<file path="src/rtl/sm_pkg.sv">
// sm_pkg -- shared types and helpers for the sign-magnitude adder/accumulator.
//
// Contents:
//   XW            working width of the width-generic helper functions
//   DW_DEF        default operand width
//   CNT_W_DEF     default frame counter width
//   MAX_MAG_DEF   largest magnitude representable at DW_DEF
//   acc_w()       accumulator width derivation (DW + CNT_W + 1)
//   max_mag()     largest magnitude at a given sign-magnitude width
//   sm2tc()       sign-magnitude -> two's complement, negative zero squashed
//   tc2sm_sat()   two's complement -> saturated sign-magnitude plus clamp flag
//
// The helpers work on XW-bit vectors with the real width passed as an
// argument, so callers zero/sign-extend into XW bits and cast the result
// back down. XW must be at least DW+CNT_W+1.
package sm_pkg;

  localparam int XW          = 64;
  localparam int DW_DEF      = 16;
  localparam int CNT_W_DEF   = 8;
  localparam int MAX_MAG_DEF = (1 << (DW_DEF - 1)) - 1;

  typedef struct packed {
    logic          ovf;
    logic [XW-1:0] sm;
  } sat_res_t;

  function automatic int acc_w(input int dw, input int cnt_w);
    return dw + cnt_w + 1;
  endfunction

  function automatic logic [XW-1:0] max_mag(input int dw);
    return (XW'(1) << (dw - 1)) - XW'(1);
  endfunction

  // sm is the zero-extended sign-magnitude value; result is two's complement
  // at XW bits. Sign=1 with magnitude 0 comes out as plain zero.
  function automatic logic [XW-1:0] sm2tc(input logic [XW-1:0] sm, input int dw);
    logic [XW-1:0] mag;
    logic          neg;
    mag = sm & max_mag(dw);
    neg = |(sm & (XW'(1) << (dw - 1)));
    return (neg && (mag != '0)) ? -mag : mag;
  endfunction

  // v is a sign-extended two's complement value. Values outside
  // +/-(2^(dw-1)-1) clamp to max magnitude with ovf set. Zero is always
  // all-zeros because only strictly negative values get the sign bit.
  function automatic sat_res_t tc2sm_sat(input logic [XW-1:0] v, input int dw);
    sat_res_t      r;
    logic [XW-1:0] mx;
    logic [XW-1:0] sb;
    mx    = max_mag(dw);
    sb    = XW'(1) << (dw - 1);
    r.ovf = 1'b0;
    if ($signed(v) > $signed(mx)) begin
      r.sm  = mx;
      r.ovf = 1'b1;
    end else if ($signed(v) < -$signed(mx)) begin
      r.sm  = sb | mx;
      r.ovf = 1'b1;
    end else if (v[XW-1]) begin
      r.sm = sb | (-v);
    end else begin
      r.sm = v;
    end
    return r;
  endfunction

endpackage

</file>
<file path="src/rtl/sm_acc_core.sv">
// sm_acc_core -- stage 2 of sm_acc_pipe: frame accumulator and output register.
//
// Ports:
//   clk, rst_n       clock, asynchronous active-low reset
//   en               global pipeline enable; all state holds when low
//   s1_valid         stage-1 register holds a beat
//   s1_sum           stage-1 sum a+b, two's complement, ACC_W bits
//   s1_mode          0 = pair add, 1 = accumulate beat
//   s1_last          closes the accumulate frame (already masked for pair beats)
//   out_valid        output register holds a result
//   out_data         saturated sign-magnitude result
//   out_ovf          result clamped (final saturation, acc clamp or long frame)
//   out_cnt          beats in the closed frame, 1 for pair beats
module sm_acc_core
  import sm_pkg::*;
#(
  parameter int DW    = 16,
  parameter int CNT_W = 8,
  parameter int ACC_W = DW + CNT_W + 1
) (
  input  logic             clk,
  input  logic             rst_n,
  input  logic             en,
  input  logic             s1_valid,
  input  logic [ACC_W-1:0] s1_sum,
  input  logic             s1_mode,
  input  logic             s1_last,
  output logic             out_valid,
  output logic [DW-1:0]    out_data,
  output logic             out_ovf,
  output logic [CNT_W-1:0] out_cnt
);

  localparam logic [ACC_W-1:0] ACC_MAX = {1'b0, {(ACC_W-1){1'b1}}};
  localparam logic [ACC_W-1:0] ACC_MIN = {1'b1, {(ACC_W-1){1'b0}}};

  logic [ACC_W-1:0] acc_q, acc_d;
  logic [CNT_W-1:0] cnt_q, cnt_d;
  logic             frame_open_q, frame_open_d;
  logic             frame_ovf_q, frame_ovf_d;
  logic             out_valid_q, out_valid_d;
  logic [DW-1:0]    out_data_q, out_data_d;
  logic             out_ovf_q, out_ovf_d;
  logic [CNT_W-1:0] out_cnt_q, out_cnt_d;

  logic [ACC_W:0]   acc_sum;
  logic             acc_clip;
  logic [ACC_W-1:0] acc_next;
  logic             cnt_max;
  logic [CNT_W-1:0] cnt_inc;
  sat_res_t         pair_res;
  sat_res_t         last_res;

  always_comb begin
    // One guard bit detects the acc clamp: the two top bits differ on overflow.
    acc_sum  = {acc_q[ACC_W-1], acc_q} + {s1_sum[ACC_W-1], s1_sum};
    acc_clip = acc_sum[ACC_W] != acc_sum[ACC_W-1];
    if (acc_clip) acc_next = acc_sum[ACC_W] ? ACC_MIN : ACC_MAX;
    else          acc_next = acc_sum[ACC_W-1:0];
    // cnt already at max means this beat makes the frame too long.
    cnt_max  = &cnt_q;
    cnt_inc  = cnt_max ? cnt_q : cnt_q + CNT_W'(1);
    pair_res = tc2sm_sat(XW'($signed(s1_sum)), DW);
    last_res = tc2sm_sat(XW'($signed(acc_next)), DW);
  end

  always_comb begin
    acc_d        = acc_q;
    cnt_d        = cnt_q;
    frame_open_d = frame_open_q;
    frame_ovf_d  = frame_ovf_q;
    out_valid_d  = out_valid_q;
    out_data_d   = out_data_q;
    out_ovf_d    = out_ovf_q;
    out_cnt_d    = out_cnt_q;
    if (en) begin
      // An advancing pipeline retires the current result; a non-last beat
      // passes through here without producing a new one.
      out_valid_d = 1'b0;
      if (s1_valid) begin
        if (!s1_mode) begin
          out_valid_d = 1'b1;
          out_data_d  = DW'(pair_res.sm);
          out_ovf_d   = pair_res.ovf;
          out_cnt_d   = CNT_W'(1);
        end else if (!s1_last) begin
          acc_d        = acc_next;
          cnt_d        = cnt_inc;
          frame_open_d = 1'b1;
          frame_ovf_d  = frame_ovf_q | acc_clip | cnt_max;
        end else begin
          out_valid_d  = 1'b1;
          out_data_d   = DW'(last_res.sm);
          out_ovf_d    = last_res.ovf | frame_ovf_q | acc_clip | cnt_max;
          out_cnt_d    = cnt_inc;
          acc_d        = '0;
          cnt_d        = '0;
          frame_open_d = 1'b0;
          frame_ovf_d  = 1'b0;
        end
      end
    end
  end

  always_ff @(posedge clk or negedge rst_n) begin
    if (!rst_n) begin
      acc_q        <= '0;
      cnt_q        <= '0;
      frame_open_q <= 1'b0;
      frame_ovf_q  <= 1'b0;
      out_valid_q  <= 1'b0;
      out_data_q   <= '0;
      out_ovf_q    <= 1'b0;
      out_cnt_q    <= '0;
    end else begin
      acc_q        <= acc_d;
      cnt_q        <= cnt_d;
      frame_open_q <= frame_open_d;
      frame_ovf_q  <= frame_ovf_d;
      out_valid_q  <= out_valid_d;
      out_data_q   <= out_data_d;
      out_ovf_q    <= out_ovf_d;
      out_cnt_q    <= out_cnt_d;
    end
  end

  assign out_valid = out_valid_q;
  assign out_data  = out_data_q;
  assign out_ovf   = out_ovf_q;
  assign out_cnt   = out_cnt_q;

endmodule

</file>
<file path="src/rtl/sm_acc_pipe.sv">
// sm_acc_pipe -- pipelined sign-magnitude adder / frame accumulator.
//
// Ports:
//   clk, rst_n            clock, asynchronous active-low reset
//   in_valid, in_ready    input handshake
//   in_a, in_b            sign-magnitude operands (DW bits)
//   in_mode               0 = pair add, 1 = accumulate beat
//   in_last               closes an accumulate frame, ignored for pair beats
//   out_valid, out_ready  output handshake
//   out_data              saturated sign-magnitude result
//   out_ovf               result was clamped
//   out_cnt               beats in the closed frame, 1 for pair beats
//
// Handshake: a beat transfers on a rising edge where valid && ready are both
// high; valid must not depend on ready. The whole pipe advances together on
// en = !out_valid || out_ready, so in_ready is combinational from out_ready,
// and an output transfer and an input transfer may share one edge.
//
// Pipeline: this level converts the operands and registers their sum
// (stage 1); sm_acc_core holds the accumulator and output register (stage 2).
module sm_acc_pipe
  import sm_pkg::*;
#(
  parameter int DW    = DW_DEF,
  parameter int CNT_W = CNT_W_DEF
) (
  input  logic             clk,
  input  logic             rst_n,
  input  logic             in_valid,
  output logic             in_ready,
  input  logic [DW-1:0]    in_a,
  input  logic [DW-1:0]    in_b,
  input  logic             in_mode,
  input  logic             in_last,
  output logic             out_valid,
  input  logic             out_ready,
  output logic [DW-1:0]    out_data,
  output logic             out_ovf,
  output logic [CNT_W-1:0] out_cnt
);

  localparam int ACC_W = acc_w(DW, CNT_W);

  logic             en;
  logic             s1_valid_q, s1_valid_d;
  logic [ACC_W-1:0] s1_sum_q, s1_sum_d;
  logic             s1_mode_q, s1_mode_d;
  logic             s1_last_q, s1_last_d;

  assign en       = !out_valid || out_ready;
  assign in_ready = en;

  always_comb begin
    s1_valid_d = s1_valid_q;
    s1_sum_d   = s1_sum_q;
    s1_mode_d  = s1_mode_q;
    s1_last_d  = s1_last_q;
    if (en) begin
      s1_valid_d = in_valid;
      // Operands fit in DW bits, so their sum cannot overflow ACC_W bits.
      s1_sum_d   = ACC_W'(sm2tc(XW'(in_a), DW) + sm2tc(XW'(in_b), DW));
      s1_mode_d  = in_mode;
      s1_last_d  = in_last & in_mode;
    end
  end

  always_ff @(posedge clk or negedge rst_n) begin
    if (!rst_n) begin
      s1_valid_q <= 1'b0;
      s1_sum_q   <= '0;
      s1_mode_q  <= 1'b0;
      s1_last_q  <= 1'b0;
    end else begin
      s1_valid_q <= s1_valid_d;
      s1_sum_q   <= s1_sum_d;
      s1_mode_q  <= s1_mode_d;
      s1_last_q  <= s1_last_d;
    end
  end

  sm_acc_core #(
    .DW    (DW),
    .CNT_W (CNT_W),
    .ACC_W (ACC_W)
  ) u_core (
    .clk       (clk),
    .rst_n     (rst_n),
    .en        (en),
    .s1_valid  (s1_valid_q),
    .s1_sum    (s1_sum_q),
    .s1_mode   (s1_mode_q),
    .s1_last   (s1_last_q),
    .out_valid (out_valid),
    .out_data  (out_data),
    .out_ovf   (out_ovf),
    .out_cnt   (out_cnt)
  );

endmodule
</file>
<file path="config.mk">
export PLATFORM = sky130hd
export DESIGN_NAME = sm_acc_pipe
export DESIGN_NICKNAME = d
export VERILOG_FILES = /design/src/rtl/sm_pkg.sv /design/src/rtl/sm_acc_core.sv /design/src/rtl/sm_acc_pipe.sv
export SDC_FILE = /design/constraint.sdc
export NUM_CORES = 1
export LEC_CHECK = 0
export BUFFER_PORTS_ARGS = -buffer_cell sky130_fd_sc_hd__buf_2
export CAP_MARGIN = 20
export CORE_ASPECT_RATIO = 0.7
export CORE_MARGIN = 2
export CORE_UTILIZATION = 35
export DETAILED_ROUTE_END_ITERATION = 8
export GPL_TIMING_DRIVEN = 0
export PLACE_DENSITY = 0.55
export SLEW_MARGIN = 15
export SYNTH_ARGS = -nofsm -noshare
export SYNTH_HDL_FRONTEND = slang
export SYNTH_HIERARCHICAL = 1
export SYNTH_SLANG_ARGS = --single-unit
export TNS_END_PERCENT = 10
</file>
<file path="constraint.sdc">
create_clock -name clk -period 6.9 [get_ports clk]
set_input_delay 1.38 -clock clk [delete_from_list [all_inputs] [get_ports clk]]
set_output_delay 1.38 -clock clk [all_outputs]
set_load 0.005 [all_outputs]
</file>
==> impl_results.md <==
* DRT Pass-1 Iters at 5
* Worst-Margin Slew at 1.046 ns
* Post-route setup slack at 0.4210 ns
* Max transition margin at 30.00%
* Worst hold path class: reg -> reg
* CP cell instances: ha_1 > fa_1 > a211oi_1 > or4_4 > nand4_1 > nand3_1 > a21oi_1 > o21ai_0 > nand2_1 > a21o_1 > xor2_1 > ha_2 > clkinv_2 > clkbuf_1 > a21oi_2 > inv_1 > ha_1 > nor4b_1 > nand4b_1 > nor4_1 > or4_1 > o22ai_4 > buf_6 > a31oi_1
* Clock-pin transition on the worst setup and hold timing paths at 0.07 ns
* GPL Wtd Cong at about 0.89
* Netlist Area Pre-Place at 8168 um^2
* Final ANT Viol Nets at 0
* Async S/R FF share, synth at 100.0%
* Post-Syn Area per Cell at 7.945 um^2
* Cell with the most instances after synthesis: nand2_1
* Worst Path Buf+Inv at 4
* Sink Count at 88
* Post-DP HPWL at 21.55 mm
* Die Area at 24590 um^2
* Layout cells sized above 1 at 10.90%
* Final setup vio count at 0
* Status: complete, no violations
* Setup WS pre-CTS at -0.3422 ns
* Final core utilization at about two fifths
* Post-synth top flop: dfrtp_1
* Initial antenna violation count at 0
* Layout area overhead at 13.01%
* Post-DR wirelength/cell at between 15 and 20 um
* # diodes at 0
* WS Path Type: reg -> reg
* GRT Total Usage at 21.61%
* First-pass GRT wire length at ~43 mm
* Final min period at roughly 6.5 ns
* Nets@finish at 1202
* Worst Path Arrival at between 6 and 7 ns
* Initial Utilization at 35.84%
* Vias in the first global route at 7533
* Synth Register Bits at 88
* Synth area leader: dfrtp_1
* Synth unique cells at slightly below 90
* DRC at 0
* # port buffers at 64
* FP Rows at 46
* Max Clock Skew at 0.008127 ns
* Required @ worst endpoint at 7.17 ns
* Yosys Warn Count at 6
* Seq/Total Area, Yosys at 26.96%
* Total Routed Length at 26.97 mm
* Largest net degree at the start of global routing at 58
* Top cells by area, synth: dfrtp_1 27%, ha_1 8.7%, xnor2_1 6.6%, nand2_1 5.6%, o21ai_0 5.3%
* H-tree lvl count at 3
* CTS buffer count at 9
* Crit Path Max Fanout at 10
* CTS root buf: clkbuf_16
* Synth top area share at 26.96%
* Unrepaired setup endpoints after global routing: false
* Placeable core area at 22790 um^2
* EDFF count, synth at 0
* Initial DRC Count at 801
* Most frequent cells after synthesis: 122 x nand2_1, 88 x dfrtp_1, 88 x nor2_1
* Congestion Overflow GR at 0
* Fin crit share at 93.90%
* Cell family with most CP delay: simple AND/OR/NAND/NOR gates
* Cts-stage hold buffer count at 0
* CTS tree: built
* CP Capture Type: register
* Crit path top cell by count: ha_1
* Final hold vios at 0
* Max_cap viols at 0
* Die X at 186.6 um
* Clock insertion delay at the later pin of the skew report at 0.35 ns
* Max clock buf depth at 2
* Post-Syn Nets at ~1100
* Via count at just over 8000
* Die height at approximately 130 um
* Slowest-stage cell, CP: dfrtp_1
* Worst Setup Start Kind: register
* Achievable Freq at 0.1543 GHz
* Slowest cell delay on critical path at 0.51 ns
* I/O pin cnt at 65
* Final-report max-slew violation count at 0
* Cell count after synthesis at 1028
* Vias/cell at 5.816
worst reg2reg max path, stage by stage (launching register included):
cell and delay [ns]:
dfrtp_1 0.51, ha_1 0.31, fa_1 0.43, a211oi_1 0.33, or4_4 0.24, nand4_1 0.23, nand3_1 0.22, a21oi_1 0.09
o21ai_0 0.18, nand2_1 0.10, a21o_1 0.22, xor2_1 0.16, ha_2 0.47, clkinv_2 0.23, clkbuf_1 0.35, a21oi_2 0.31
inv_1 0.07, ha_1 0.21, nor4b_1 0.41, nand4b_1 0.18, nor4_1 0.46, or4_1 0.23, o22ai_4 0.14, buf_6 0.20
a31oi_1 0.14
layout by cell type, fill, tap and decap left out, drive strengths merged, types with 5 or more instances in the layout:
cell / n
a211o: 5
a211oi: 14
a21boi: 11
a21o: 27
a21oi: 72
a22o: 7
a31oi: 29
and2: 9
and3: 7
buf: 74
clkbuf: 53
dfrtp: 88
ha: 57
inv: 30
mux2i: 6
nand2: 124
nand2b: 5
nand3: 20
nand4: 18
nor2: 89
nor2b: 14
nor3: 18
nor4: 9
o211ai: 7
o21a: 13
o21ai: 90
o22ai: 17
o31a: 5
o31ai: 20
o41ai: 7
or4: 12
xnor2: 62
xor2: 22
cells by family after synthesis:
kind of cell,synth area share (%)
adders and majority gates,9.222
and+or+nand+nor,20.70
buffers and inverters,3.937
muxes,1.287
DFF,26.96
xor gates and xnor gates,9.007
AOI/OAI and AO/OA,28.89
registers in the layout (all words and copies together), names as in the netlist:
signal / flops
u_core/frame_ovf_q: 1
u_core/out_ovf: 1
s1_mode_q: 1
u_core/acc_q: 25
u_core/out_valid: 1
u_core/cnt_q: 8
u_core/out_cnt: 8
u_core/out_data: 16
s1_valid_q: 1
s1_last_q: 1
s1_sum_q: 25
worst paths after layout:
| kind | start | to | slack [ns] | cells after the start |
|---|---|---|---|---|
| setup / recovery | s1_sum_q[0]$_DFFE_PN0P_ | u_core/out_data[13]$_DFFE_PN0P_ | 0.42 | 24 |
| hold / removal | u_core/acc_q[20]$_DFFE_PN0P_ | u_core/acc_q[20]$_DFFE_PN0P_ | 0.47 | 2 |
| setup reg to reg | s1_sum_q[0]$_DFFE_PN0P_ | u_core/out_data[13]$_DFFE_PN0P_ | 0.42 | 24 |
| hold reg to reg | u_core/acc_q[20]$_DFFE_PN0P_ | u_core/acc_q[20]$_DFFE_PN0P_ | 0.47 | 2 |
| max in group asynchronous | rst_n | u_core/frame_ovf_q$_DFFE_PN0P_ | 5.25 | 2 |
| min in group asynchronous | rst_n | s1_sum_q[22]$_DFFE_PN0P_ | 0.98 | 1 |
cell type report:
| cell class | count | area [um^2] |
|---|---|---|
| buffer | 50 | 207.7 |
| clock buffer | 10 | 239.0 |
| clock inverter | 6 | 51.30 |
| fill | 2442 | 13560 |
| inverter | 29 | 112.6 |
| multi-input combinational | 860 | 5662 |
| sequential | 88 | 2202 |
| tap | 312 | 390.4 |
| timing repair buffer | 67 | 365.4 |
per-layer routing:
metal / track usage [%] / part of all wire [%] / vias up
li1: - / - / 3956
met5: 0 / 0 / -
met4: 2.778 / 0.70 / 0
met2: 29.31 / 39 / 284
met1: 35.59 / 54 / 4016
met3: 3.593 / 6.9 / 15
per-stage QoR:
step | hold slack (ns) | instance area [um^2] | instances | setup TNS [ns]
after CTS | 0.4752 | 9209 | 1421 | 0
final | 0.4724 | 9230 | 1422 | 0
after global routing | 0.5151 | 9230 | 1422 | 0
after floorplan | 0.4368 | 8168 | 1028 | 0
after detailed placement | 0.4609 | 8909 | 1405 | -4.549
after global placement | 0.4556 | 8879 | 1404 | -4.435
what timing repair did:
action	4_1_cts	5_1_grt
buffers inserted	0	2
gates resized for setup	3	3
pin swaps	0	1
setup endpoints to repair	16	16
Power is left out: the tool's default activity adds up to more than one toggle a clock period on the data nets, which glitch-free logic cannot reach.
